===== config.mk =====
export PLATFORM = sky130hd
export DESIGN_NAME = jk_seq_driver
export DESIGN_NICKNAME = d
export VERILOG_FILES = /design/src/rtl/jk_seq_pkg.sv /design/src/rtl/jk_seq_mem.sv /design/src/rtl/jk_seq_driver.sv
export SDC_FILE = /design/constraint.sdc
export NUM_CORES = 1
export LEC_CHECK = 0
export ABC_CLOCK_PERIOD_IN_PS = 4000
export BUFFER_PORTS_ARGS = -buffer_cell sky130_fd_sc_hd__buf_2
export CORE_MARGIN = 1.5
export CORE_UTILIZATION = 40
export CTS_BUF_LIST = sky130_fd_sc_hd__clkbuf_8
export DETAILED_ROUTE_END_ITERATION = 10
export PLACE_DENSITY_LB_ADDON = 0.08
export SLEW_MARGIN = 20
export SYNTH_ARGS = -nofsm -noshare
export SYNTH_HDL_FRONTEND = slang
export SYNTH_SLANG_ARGS = --single-unit

===== constraint.sdc =====
create_clock -name clk -period 4 [get_ports clk]
set_input_delay 0.6 -clock clk [delete_from_list [all_inputs] [get_ports clk]]
set_output_delay 0.6 -clock clk [all_outputs]
set_load 0.01 [all_outputs]

===== src/rtl/jk_seq_pkg.sv =====
// jk_seq_pkg: shared FSM state type and JK excitation helper for the sequencer
package jk_seq_pkg;
  typedef enum logic [2:0] {IDLE, DRIVE, APPLY, CHECK, ERR} state_t;
  function automatic logic [1:0] excite(input logic q, input logic t);
    return {~q & t, q & ~t};
  endfunction
endpackage


===== src/rtl/jk_seq_mem.sv =====
// jk_seq_mem: target-word register file, sync write and combinational read
module jk_seq_mem #(
  parameter int WIDTH = 4,
  parameter int DEPTH = 8,
  localparam int AW = $clog2(DEPTH)
) (
  input  logic             clk,
  input  logic             we,
  input  logic [AW-1:0]    waddr,
  input  logic [WIDTH-1:0] wdata,
  input  logic [AW-1:0]    raddr,
  output logic [WIDTH-1:0] rdata
);
  logic [WIDTH-1:0] mem [DEPTH];
  // store a target word
  always_ff @(posedge clk)
    if (we) mem[waddr] <= wdata;
  assign rdata = mem[raddr];
endmodule


===== src/rtl/jk_seq_driver.sv =====
// jk_seq_driver: steps a JK flop bank through stored targets and self-checks it
module jk_seq_driver
  import jk_seq_pkg::*;
#(
  parameter int WIDTH = 4,
  parameter int DEPTH = 8,
  localparam int AW = $clog2(DEPTH)
) (
  input  logic             clk,
  input  logic             rst,
  input  logic             wr_en,
  input  logic [AW-1:0]    wr_addr,
  input  logic [WIDTH-1:0] wr_data,
  input  logic [AW:0]      len,
  input  logic             loop,
  input  logic             start,
  input  logic             stop,
  input  logic [WIDTH-1:0] q_fb,
  output logic [WIDTH-1:0] j,
  output logic [WIDTH-1:0] k,
  output logic             jk_en,
  output logic             busy,
  output logic             done,
  output logic             mismatch,
  output logic [AW-1:0]    step
);
  state_t state;
  logic [AW:0] len_r;
  logic loop_r, stop_r;
  logic [WIDTH-1:0] cur, j_n, k_n;
  logic len_ok, last, stop_seen;
  jk_seq_mem #(.WIDTH(WIDTH), .DEPTH(DEPTH)) u_mem (
    .clk(clk),
    .we(wr_en && state == IDLE),
    .waddr(wr_addr),
    .wdata(wr_data),
    .raddr(step),
    .rdata(cur)
  );
  for (genvar g = 0; g < WIDTH; g++) begin : g_ex
    assign {j_n[g], k_n[g]} = excite(q_fb[g], cur[g]);
  end
  assign len_ok = len != '0 && len <= (AW+1)'(DEPTH);
  assign last = {1'b0, step} == len_r - 1'b1;
  assign stop_seen = stop_r | stop;
  assign busy = state != IDLE;
  // sequencer FSM with registered excitation, enable, done and error outputs
  always_ff @(posedge clk) begin
    if (rst) begin
      state <= IDLE;
      j <= '0;
      k <= '0;
      jk_en <= 1'b0;
      done <= 1'b0;
      mismatch <= 1'b0;
      step <= '0;
      len_r <= '0;
      loop_r <= 1'b0;
      stop_r <= 1'b0;
    end else begin
      done <= 1'b0;
      if (busy && stop) stop_r <= 1'b1;
      case (state)
        IDLE, ERR: if (start && len_ok) begin
          len_r <= len;
          loop_r <= loop;
          step <= '0;
          mismatch <= 1'b0;
          stop_r <= 1'b0;
          state <= DRIVE;
        end
        DRIVE: begin
          j <= j_n;
          k <= k_n;
          jk_en <= 1'b1;
          state <= APPLY;
        end
        APPLY: begin
          j <= '0;
          k <= '0;
          jk_en <= 1'b0;
          state <= CHECK;
        end
        CHECK: if (q_fb != cur) begin
          mismatch <= 1'b1;
          state <= ERR;
        end else if (last) begin
          done <= 1'b1;
          step <= (loop_r && !stop_seen) ? '0 : step;
          state <= (loop_r && !stop_seen) ? DRIVE : IDLE;
        end else begin
          step <= stop_seen ? step : step + 1'b1;
          state <= stop_seen ? IDLE : DRIVE;
        end
        default: state <= IDLE;
      endcase
    end
  end
endmodule


==> run metrics, run 1 <==
outcome finished clean; share of flip-flops with an asynchronous set or reset after synthesis 0%; final period demand of the worst path 3.14 ns; TritonCTS Sinks 58; largest fanout on the critical path 8; remaining design rule violation count 0; Total Routing Usage GR 15.6%; net count after synthesis about 240; Final Net Count 274; Hold-fix buffers, CTS 0; worst reg2reg setup slack 0.86 ns; number of non-filler instances in the completed layout about 320; RSZ-0062 raised after global routing no; synthesis-stage register bit count 58; synthesized netlist cell count 206; clock latency reported for the late side of the worst-skew pair 0.33 ns; length in cells of the worst reg-to-reg path 9; number of gates given a new drive strength after cts 0; share of the synthesized area in the top cell type 37.6%; placed cell count 307; area grow syn2layout 15.4%; power per unit of standard cell area around 500 mW/mm^2; Worst Max-Slew Pin Slew around 0.6 ns; routability congestion estimate slightly above 0.7; area of the die 0.00687 sq mm; clock buffers created by TritonCTS 9; wire length of the first global-routing pass 8150 um; height of the die roughly 83 um; starting utilization of the core area 42.4%; row count 28; fraction of power consumed by combinational cells between 10% and 20%; worst relative slew slack 59.5%; Mapped Area around 0.0026 sq mm; final max-slew violation count 0; Worst Path Required between 4 and 5 ns; element type at the critical path start flip-flop; fraction of layout cells with a size suffix above 1 between 20% and 30%; Setup CP Type flip-flop to flip-flop; Synth top cells by count 32 x edfxtp_1, 26 x dfxtp_1, 21 x nor2_1; ratio of final minimum period to clock period 78.5%; cell internal pwr around 0.0010 W; CTS H-Tree Depth 3; detailed-placement wirelength estimate around 3500 um; Post-Route Hold Slack 0.456 ns; largest net degree at the start of global routing 25; leakage power figure 1.18 nW; die width 82.9 um; number of global-route vias before repair about 1,600; Slowest Stage Delay on Critical Path 0.63 ns; proportion of power drawn by the clock network 29.7%; NetSw between 0.0004 and 0.0005 W; maximum achievable frequency 319 MHz; final worst-path setup slack 0.862 ns; residual antenna-violating net count after detailed routing 0; arrival time reported for the critical path endpoint around 3.4 ns; Antenna diodes 0; most repeated cell in the gate-level netlist after synthesis edfxtp_1; Detailed Route WL 4930 um; I/O Pins 36; number of max-capacitance violations reported 0; DRC violation total after the first TritonRoute iteration 69; cells along the critical path mux4_2 -> mux2i_1 -> inv_1 -> ha_1 -> nand4_1 -> or4_1 -> a31o_1 -> and3b_4 -> a22o_1; master of the slowest instance on the critical path dfxtp_1; iteration count of the initial detailed-routing pass 4; detailed-route vias per instance 5.20; Congestion Overflow GR 0; wire per inst 15.3 um; kind of end point of the critical path flip-flop; total negative slack 0 ns; Hold WC Path Type flip-flop to flip-flop; number of endpoints with negative hold slack in the final report 0; Max IR drop VDD 0.240 mV; Fill cells 570; core box area roughly 0.006 sq mm; leading post-synthesis cells by cell area edfxtp_1 38%, dfxtp_1 20%, mux4_2 7.1%, ha_1 4.9%, a22o_1 3.4%; antenna violations before repair 0; total of buffers placed on input and output ports 35; sequential share of power 50.9%; Root Buffer clkbuf_8; clk_skew ~0.0056 ns; net switching fraction of the power between 30% and 40%; Avg Synthesized Cell Area around 12 sq um; worst setup timing slack at the placement stage 0.813 ns; TritonCTS clock tree built; biggest area consumer among synthesized cells edfxtp_1; Setup-failing EPs final 0; number of buffers on the longest clock path 2; Setup Buffers After CTS 0; post-synthesis sequential area ratio 58.0%; number of warnings printed during yosys synthesis 0; Via Count ~1,700; Post-synth EDFFs 32; dominant register cell in the synthesized netlist edfxtp_1; Clock Pin Slew Worst Setup and Hold Paths approximately 0.06 ns; count of cell types in the netlist 37
power groups by stage:
stage / combinational, W / clock, W / sequential, W
6_report: 0.000286 / 0.000438 / 0.000752
5_1_grt: 0.000322 / 0.000478 / 0.000761
4_1_cts: 0.000290 / 0.000457 / 0.000751
3_5_place_dp: 0.000289 / 0 / 0.000763
3_3_place_gp: 0.000287 / 0 / 0.000764
2_1_floorplan: 0.000220 / 0 / 0.000733
stage by stage:
step / power (W) / area, sq um / utilization [%]
floorplan: 0.000953 / 2550 / -
global route: 0.00156 / 2950 / 48.9
detailed placement: 0.00105 / 2790 / 46.2
global placement: 0.00105 / 2790 / 46.2
finish: 0.00148 / 2950 / 48.9
CTS: 0.00150 / 2950 / 48.9
worst min path at each step:
stage | startpoint | end | cells past startpoint
detailed placement | mismatch | mismatch | 2
finish | mismatch | mismatch | 2
global route | loop_r | loop_r | 2
floorplan | loop_r | loop_r | 2
global placement | loop_r | loop_r | 2
CTS | mismatch | mismatch | 2
sequential cells by signal (all words and copies together) (netlist names), named ones only:
name,count
done,1
j,4
jk_en,1
k,4
len_r,4
loop_r,1
mismatch,1
state,3
step,3
stop_r,1
u_mem.mem,32
placed cells by master (no fill, tap or decap), drive strengths merged, types with 3 or more instances in the layout:
cell    instances
a21oi           8
a22o           10
a22oi           8
buf            35
clkbuf          9
clkinv          4
dfxtp          26
edfxtp         32
ha             10
inv            15
mux2i           7
mux4            8
nand2           8
nand2b          3
nand3           3
nor2           21
nor2b           4
nor3            7
o21ai           4
routing by layer:
metal | up-vias | GRT usage, % | part of all wire, %
li1 | 841 | - | -
met1 | 786 | 18.7 | 46
met2 | 42 | 24.6 | 47
met3 | 11 | 5.67 | 5.0
met4 | 0 | 8.18 | 1.9
met5 | - | 0 | 0
final cells by class:
class / count / area [sq um] / area share [%]
well taps: 75 / 93.8 / 3.18
inverters: 14 / 52.6 / 1.78
clock buffers: 9 / 124 / 4.20
flip-flops and latches: 58 / 1480 / 50.3
clock inverters: 7 / 37.5 / 1.27
multi-input cells: 125 / 982 / 33.3
repair buffers: 35 / 175 / 5.94
kinds of logic (layout without fill, tap and decap cells):
| family | after synthesis | count (layout) | share of synthesized area (%) |
|---|---|---|---|
| flops | 58 | 58 | 58.0 |
| simple gates | 56 | 56 | 10.9 |
| xor+xnor | 4 | 4 | 1.37 |
| buf+inv | 23 | 65 | 3.53 |
| compound gates | 40 | 40 | 11.5 |
| mux | 15 | 15 | 9.80 |
| fa+ha+maj | 10 | 10 | 4.90 |
critical path, delay by kind of cell, from the launching register on:
kind / cells / cell delay, ns
adder cells (fa/ha/maj): 1 / 0.27
buffers and inverters: 1 / 0.07
AO/OA/AOI/OAI: 2 / 0.46
AND/OR/NAND/NOR: 3 / 0.82
multiplexers: 2 / 0.78
flip-flops: 1 / 0.63
Power figures use the tool's default switching activity.
==> run 2, diff against run 1 <==
--- a/config.mk
+++ b/config.mk
@@ -5,7 +5,8 @@
 export SDC_FILE = /design/constraint.sdc
 export NUM_CORES = 1
 export LEC_CHECK = 0
-export ABC_CLOCK_PERIOD_IN_PS = 4000
+export ABC_AREA = 1
+export ABC_CLOCK_PERIOD_IN_PS = 3000
 export BUFFER_PORTS_ARGS = -buffer_cell sky130_fd_sc_hd__buf_2
 export CORE_MARGIN = 1.5
 export CORE_UTILIZATION = 40
==> constraint.sdc (replaced) <==
create_clock -name clk -period 3 [get_ports clk]
set_input_delay 0.45 -clock clk [delete_from_list [all_inputs] [get_ports clk]]
set_output_delay 0.45 -clock clk [all_outputs]
set_load 0.01 [all_outputs]
==> run 2 against run 1 <==
Effect of this change: clock power is 37% higher; worst setup slack worse by 0.34 ns; count of clock-buffer cells in the layout stayed put; highest routed layer unchanged; sequential power is 31% higher; critical path depth is 5 higher; critical path type unchanged; maximum frequency is 26% higher; first-iteration DRC count is 46% higher; largest cell class unchanged; cell area is 1.9% higher; utilization is 1.3 points lower.
==> run metrics, run 2 <==
Synth top cells by count 51 x nor2_1, 50 x nand2_1, 36 x inv_1; power per unit of standard cell area 710 mW/mm^2; post-synthesis sequential area ratio between 50% and 60%; TritonCTS Sinks 58; dominant register cell in the synthesized netlist edfxtp_1; leading post-synthesis cells by cell area edfxtp_1 37%, dfxtp_1 20%, nor2_1 7.4%, nand2_1 7.2%, inv_1 5.2%; Worst Max-Slew Pin Slew 0.552 ns; row count 29; biggest area consumer among synthesized cells edfxtp_1; synthesized netlist cell count approximately 290; number of instances on the worst hold path 3; Setup Buffers After CTS 0; Total Routing Usage GR approximately 16%; share of the synthesized area in the top cell type 37.0%; number of global-route vias before repair 1,797; net count after synthesis 320; arrival time reported for the critical path endpoint 2.71 ns; Crit path top cell by count nand2_1; Avg Synthesized Cell Area between 8 and 9 sq um; core box area 0.00631 sq mm; I/O Pins 36; Final Net Count between 300 and 400; flip-flop count of the largest register after layout 32; area of the die around 0.0070 sq mm; total of buffers placed on input and output ports 35; hold path start loop; Most flops, register u_mem.mem; ratio of final minimum period to clock period 82.7%; master of the slowest instance on the critical path dfxtp_1; total negative slack 0 ns; largest fanout on the critical path 17; count of cell types in the netlist 25; remaining design rule violation count 0; number of max-capacitance violations reported 0; most frequent cells in the layout 51 x nor2_1, 50 x nand2_1, 38 x inv_1; Root Buffer clkbuf_8; cells along the critical path inv_2 -> nor2_1 -> o32ai_1 -> inv_1 -> o21ai_0 -> ha_1 -> nand4_1 -> nand2_1 -> nand2_1 -> nor2_2 -> nand2_2 -> nand2_1 -> nand2_1 -> nor2_1; clock buffers created by TritonCTS 9; Congestion Overflow GR 0; most repeated cell in the gate-level netlist after synthesis nor2_1; share of flip-flops with an asynchronous set or reset after synthesis 0%; Post-synth EDFFs 32; detailed-placement wirelength estimate 3850 um; fraction of layout cells with a size suffix above 1 between 10% and 20%; Detailed Route WL 5390 um; wire per inst 13.1 um; number of warnings printed during yosys synthesis 0; Worst Path Required about 3.2 ns; kind of end point of the critical path flip-flop; antenna violations before repair 0; DRC violation total after the first TritonRoute iteration a little over 100; residual antenna-violating net count after detailed routing 0; TritonCTS clock tree built; height of the die 83.6 um; Max IR drop VDD 0.254 mV; final period demand of the worst path 2.48 ns; Clock Pin Slew Worst Setup and Hold Paths 0.06 ns; number of endpoints with negative hold slack in the final report 0; RSZ-0062 raised after global routing no; outcome finished clean; Antenna diodes 0; final max-slew violation count 0; Worst R2R End step[0]; final worst-path setup slack 0.518 ns; number of gates given a new drive strength after cts 0; Setup CP Type flip-flop to flip-flop; iteration count of the initial detailed-routing pass 4; leakage power figure ~1.3 nW; Mapped Area between 0.002 and 0.003 sq mm; detailed-route vias per instance around 4.8; worst reg2reg setup slack a little over 0.5 ns; worst relative slew slack 62.9%; Slowest Stage Delay on Critical Path 0.45 ns; Fill cells 623; clock latency reported for the late side of the worst-skew pair 0.34 ns; Hold WC Path Type input pin to flip-flop; Via Count between 1,500 and 2,000; worst setup timing slack at the placement stage around 0.5 ns; Hold Crit Endpoint loop_r; Setup-failing EPs final 0; wire length of the first global-routing pass 8820 um; number of buffers on the longest clock path 2; CTS H-Tree Depth 3; synthesis-stage register bit count 58; starting utilization of the core area 41.1%; clk_skew 0.00729 ns; area grow syn2layout 15.7%; die width ~84 um; element type at the critical path start flip-flop; Hold-fix buffers, CTS 0; most frequent standard cell in the layout excluding fill and tap cells nor2_1; maximum achievable frequency 403 MHz; length in cells of the worst reg-to-reg path 14; largest net degree at the start of global routing 18; routability congestion estimate 0.771
[run 2: layer usage]
| layer | track usage (%) | vias to the layer above | part of all wire (%) |
|---|---|---|---|
| met2 | 23.5 | 46 | 43 |
| met5 | 0 | - | 0 |
| li1 | - | 1042 | - |
| met1 | 23.2 | 891 | 51 |
| met4 | 8.94 | 0 | 1.7 |
| met3 | 3.66 | 7 | 4.3 |
[run 2: logic make-up (layout without fill, tap and decap cells)]
group | count (synthesis) | count (layout) | synth area share (%)
XOR/XNOR | 1 | 1 | 0.337
AO/OA/AOI/OAI | 45 | 45 | 9.88
flip-flops | 58 | 58 | 57.1
buffers and inverters | 46 | 91 | 7.04
AND/OR/NAND/NOR | 129 | 129 | 20.9
adder cells (fa/ha/maj) | 10 | 10 | 4.82
[run 2: report_power, final]
| group | switching [W] | total, W | internal [W] | leakage, nW |
|---|---|---|---|---|
| logic | 0.000351 | 0.000552 | 0.000201 | 0.714 |
| registers | 0.0000708 | 0.000982 | 0.000911 | 0.502 |
| clock network | 0.000309 | 0.000598 | 0.000289 | 0.0836 |
[run 2: cell type report]
| type | count | area (sq um) | area share, % |
|---|---|---|---|
| sequential | 58 | 1480 | 49.3 |
| multi-input combinational | 185 | 932 | 31.0 |
| timing repair buffer | 36 | 183 | 6.08 |
| inverter | 39 | 146 | 4.87 |
| clock buffer | 9 | 124 | 4.13 |
| tap | 77 | 96.3 | 3.21 |
| clock inverter | 7 | 40.0 | 1.33 |
[run 2: worst max-delay path by stage]
stage	from	end	slack, ns	cells after the start
after floorplan	flip-flop	flip-flop	1.01	15
after global placement	flip-flop	flip-flop	0.54	14
after detailed placement	flip-flop	flip-flop	0.50	14
after CTS	flip-flop	flip-flop	0.49	14
after global routing	flip-flop	step[2]	0.20	14
final	flip-flop	step[0]	0.52	14
[run 2: stage by stage]
step	utilization (%)	hold WS [ns]	cells	total power, W	cell area [sq um]
after global routing	47.6	0.414	411	0.00229	3000
after global placement	45.0	0.450	395	0.00155	2840
after floorplan	-	0.429	289	0.00140	2600
final	47.6	0.401	411	0.00213	3000
after CTS	47.6	0.395	411	0.00216	3000
after detailed placement	45.0	0.450	395	0.00156	2840
[run 2: worst max-delay path: cells and delay by family, from the launching register on]
kind                       cells  cell delay, ns
adders and majority gates      1            0.30
buffers and inverters          2            0.35
DFF                            1            0.45
AOI/OAI and AO/OA              2            0.57
and+or+nand+nor                9            0.69
==> run 3, diff against run 2 <==
--- a/config.mk
+++ b/config.mk
@@ -6,7 +6,7 @@
 export NUM_CORES = 1
 export LEC_CHECK = 0
 export ABC_AREA = 1
-export ABC_CLOCK_PERIOD_IN_PS = 3000
+export ABC_CLOCK_PERIOD_IN_PS = 2500
 export BUFFER_PORTS_ARGS = -buffer_cell sky130_fd_sc_hd__buf_2
 export CORE_MARGIN = 1.5
 export CORE_UTILIZATION = 40
==> constraint.sdc (replaced) <==
create_clock -name clk -period 2.5 [get_ports clk]
set_input_delay 0.375 -clock clk [delete_from_list [all_inputs] [get_ports clk]]
set_output_delay 0.375 -clock clk [all_outputs]
set_load 0.01 [all_outputs]
==> run 3 against run 2 <==
Effect of this change: sequential power grew 18%; first-iteration DRC count unchanged; worst hold slack got worse by 0.069 ns; clock power up 17%; critical path depth unchanged; sequential cell count is the same; maximum frequency grew 12%; worst setup slack lost 0.24 ns; final cell count up 1.5%; largest cell class unchanged; clock skew increased by 0.0058 ns.
==> run metrics, run 3 (synthesized netlist as in run 2, its figures left out) <==
remaining design rule violation count 0; proportion of power drawn by the clock network 27.1%; Antenna diodes 0; number of instances on the worst hold path 1; number of max-capacitance violations reported 0; DRC violation total after the first TritonRoute iteration 101; Final Net Count about 370; arrival time reported for the critical path endpoint around 2.4 ns; stages on the worst setup path 14; Via Count 2,008; starting utilization of the core area 41.1%; wire length of the first global-routing pass 8700 um; outcome finished clean; detailed-route vias per instance 4.82; TritonCTS clock tree built; most frequent cells in the layout 51 x nor2_1, 50 x nand2_1, 37 x inv_1; leakage power figure 1.33 nW; CTS H-Tree Depth 3; Setup Buffers After CTS 0; kind of end point of the critical path flip-flop; clk_skew 0.0131 ns; final period demand of the worst path 2.22 ns; Most flops, register u_mem.mem; area of the die 0.00698 sq mm; antenna violations before repair 0; worst setup timing slack at the placement stage approximately 0.18 ns; cells along the critical path inv_2 -> nor2_1 -> o32ai_1 -> inv_1 -> o21ai_0 -> ha_1 -> nand4_1 -> nand2_1 -> nand2_1 -> nor2_2 -> nand2_2 -> nand2_1 -> nand2_1 -> nor2_1; fraction of layout cells with a size suffix above 1 18.5%; largest net degree at the start of global routing 16; Hold WC Path Type input pin to flip-flop; residual antenna-violating net count after detailed routing 0; RSZ-0062 raised after global routing no; critical path buffer and inverter count 2; largest fanout on the critical path 10; row count 29; Root Buffer clkbuf_8; NetSw 0.000862 W; area grow syn2layout 17.3%; element type at the critical path start flip-flop; fraction of power consumed by combinational cells 27.8%; routability congestion estimate 0.811; ratio of final minimum period to clock period 88.9%; power per unit of standard cell area 847 mW/mm^2; wire per inst 12.7 um; flip-flop count of the largest register after layout 32; number of endpoints with negative hold slack in the final report 0; Setup-failing EPs final 0; Max IR drop VDD 0.335 mV; master of the slowest instance on the critical path dfxtp_2; core box area 0.00631 sq mm; final worst-path setup slack 0.278 ns; number of buffers on the longest clock path 2; Worst Max-Slew Pin Slew 0.498 ns; Detailed Route WL 5290 um; Crit path top cell by count nand2_1; Clock Pin Slew Worst Setup and Hold Paths about 0.07 ns; die width approximately 84 um; Worst Path Required 2.71 ns; iteration count of the initial detailed-routing pass 4; worst relative slew slack about two thirds; total negative slack 0 ns; sequential share of power 45.1%; detailed-placement wirelength estimate 3930 um; cell internal pwr ~0.0017 W; Hold-fix buffers, CTS 0; number of non-filler instances in the completed layout 417; TritonCTS Sinks slightly below 60; Congestion Overflow GR 0; placed cell count 401; final max-slew violation count 0; Slowest Stage Delay on Critical Path 0.36 ns; net switching fraction of the power approximately 33%; number of global-route vias before repair 1,879; length in cells of the worst reg-to-reg path 14; clock latency reported for the late side of the worst-skew pair between 0.3 and 0.4 ns; Setup CP Type flip-flop to flip-flop; height of the die 83.6 um; PnR Total Power between 0.002 and 0.003 W; family of cells with the greatest summed delay on the critical path simple AND/OR/NAND/NOR gates; I/O Pins 36; clock buffers created by TritonCTS 9; maximum achievable frequency roughly 450 MHz; worst reg2reg setup slack 0.28 ns; most frequent standard cell in the layout excluding fill and tap cells nor2_1; Total Routing Usage GR approximately 16%; total of buffers placed on input and output ports 35; number of gates given a new drive strength after cts 0
## run 3: cell count changes in the layout (fill, tap and decap cells not counted)
cell / previous run / this run
clkinv_4: 0 / 1
inv_1: 38 / 37
clkinvlp_4: 3 / 1
dfxtp_1: 26 / 25
dfxtp_2: 0 / 1
buf_4: 1 / 7
clkinv_1: 1 / 3
## run 3: power groups by stage
stage / Combinational (W) / Clock (W) / Sequential (W)
after global routing: 0.000825 / 0.000775 / 0.00118
final: 0.000718 / 0.000698 / 0.00116
after global placement: 0.000714 / 0 / 0.00118
after floorplan: 0.000506 / 0 / 0.00118
after CTS: 0.000723 / 0.000721 / 0.00116
after detailed placement: 0.000718 / 0 / 0.00118
## run 3: layer usage
layer	track usage (%)	vias up	part of all wire, %
met5	0	-	0
met4	9.09	0	2.6
met3	4.06	10	4.0
met2	23.6	35	44
met1	21.8	912	49
li1	-	1051	-
## run 3: how the worst min path moves through the flow
stage                          start              end  slack [ns]
after floorplan               loop_r           loop_r        0.43
after global placement        loop_r           loop_r        0.45
after detailed placement      loop_r           loop_r        0.45
after CTS                       loop           loop_r        0.31
after global routing      wr_data[3]  u_mem.mem[7][3]        0.32
final                     wr_data[3]  u_mem.mem[7][3]        0.33
## run 3: per-stage QoR
| stage | hold WS (ns) | instance area, sq um | util (%) |
|---|---|---|---|
| floorplan | 0.429 | 2600 | - |
| global placement | 0.446 | 2880 | 45.7 |
| detailed placement | 0.451 | 2880 | 45.7 |
| CTS | 0.314 | 3050 | 48.2 |
| global route | 0.320 | 3050 | 48.3 |
| finish | 0.332 | 3050 | 48.3 |
## run 3: final cells by class
cell class	instances	area (sq um)
fill	640	3270
sequential	58	1480
multi-input combinational	185	932
timing repair buffer	42	228
inverter	39	146
clock buffer	9	124
tap	77	96.3
clock inverter	7	37.5
## run 3: worst register-to-register path: stages (launching register included)
cell and delay [ns]:
dfxtp_2 0.36, inv_2 0.14, nor2_1 0.06, o32ai_1 0.25
inv_1 0.07, o21ai_0 0.30, ha_1 0.30, nand4_1 0.11
nand2_1 0.10, nand2_1 0.11, nor2_2 0.05, nand2_2 0.10
nand2_1 0.05, nand2_1 0.07, nor2_1 0.05
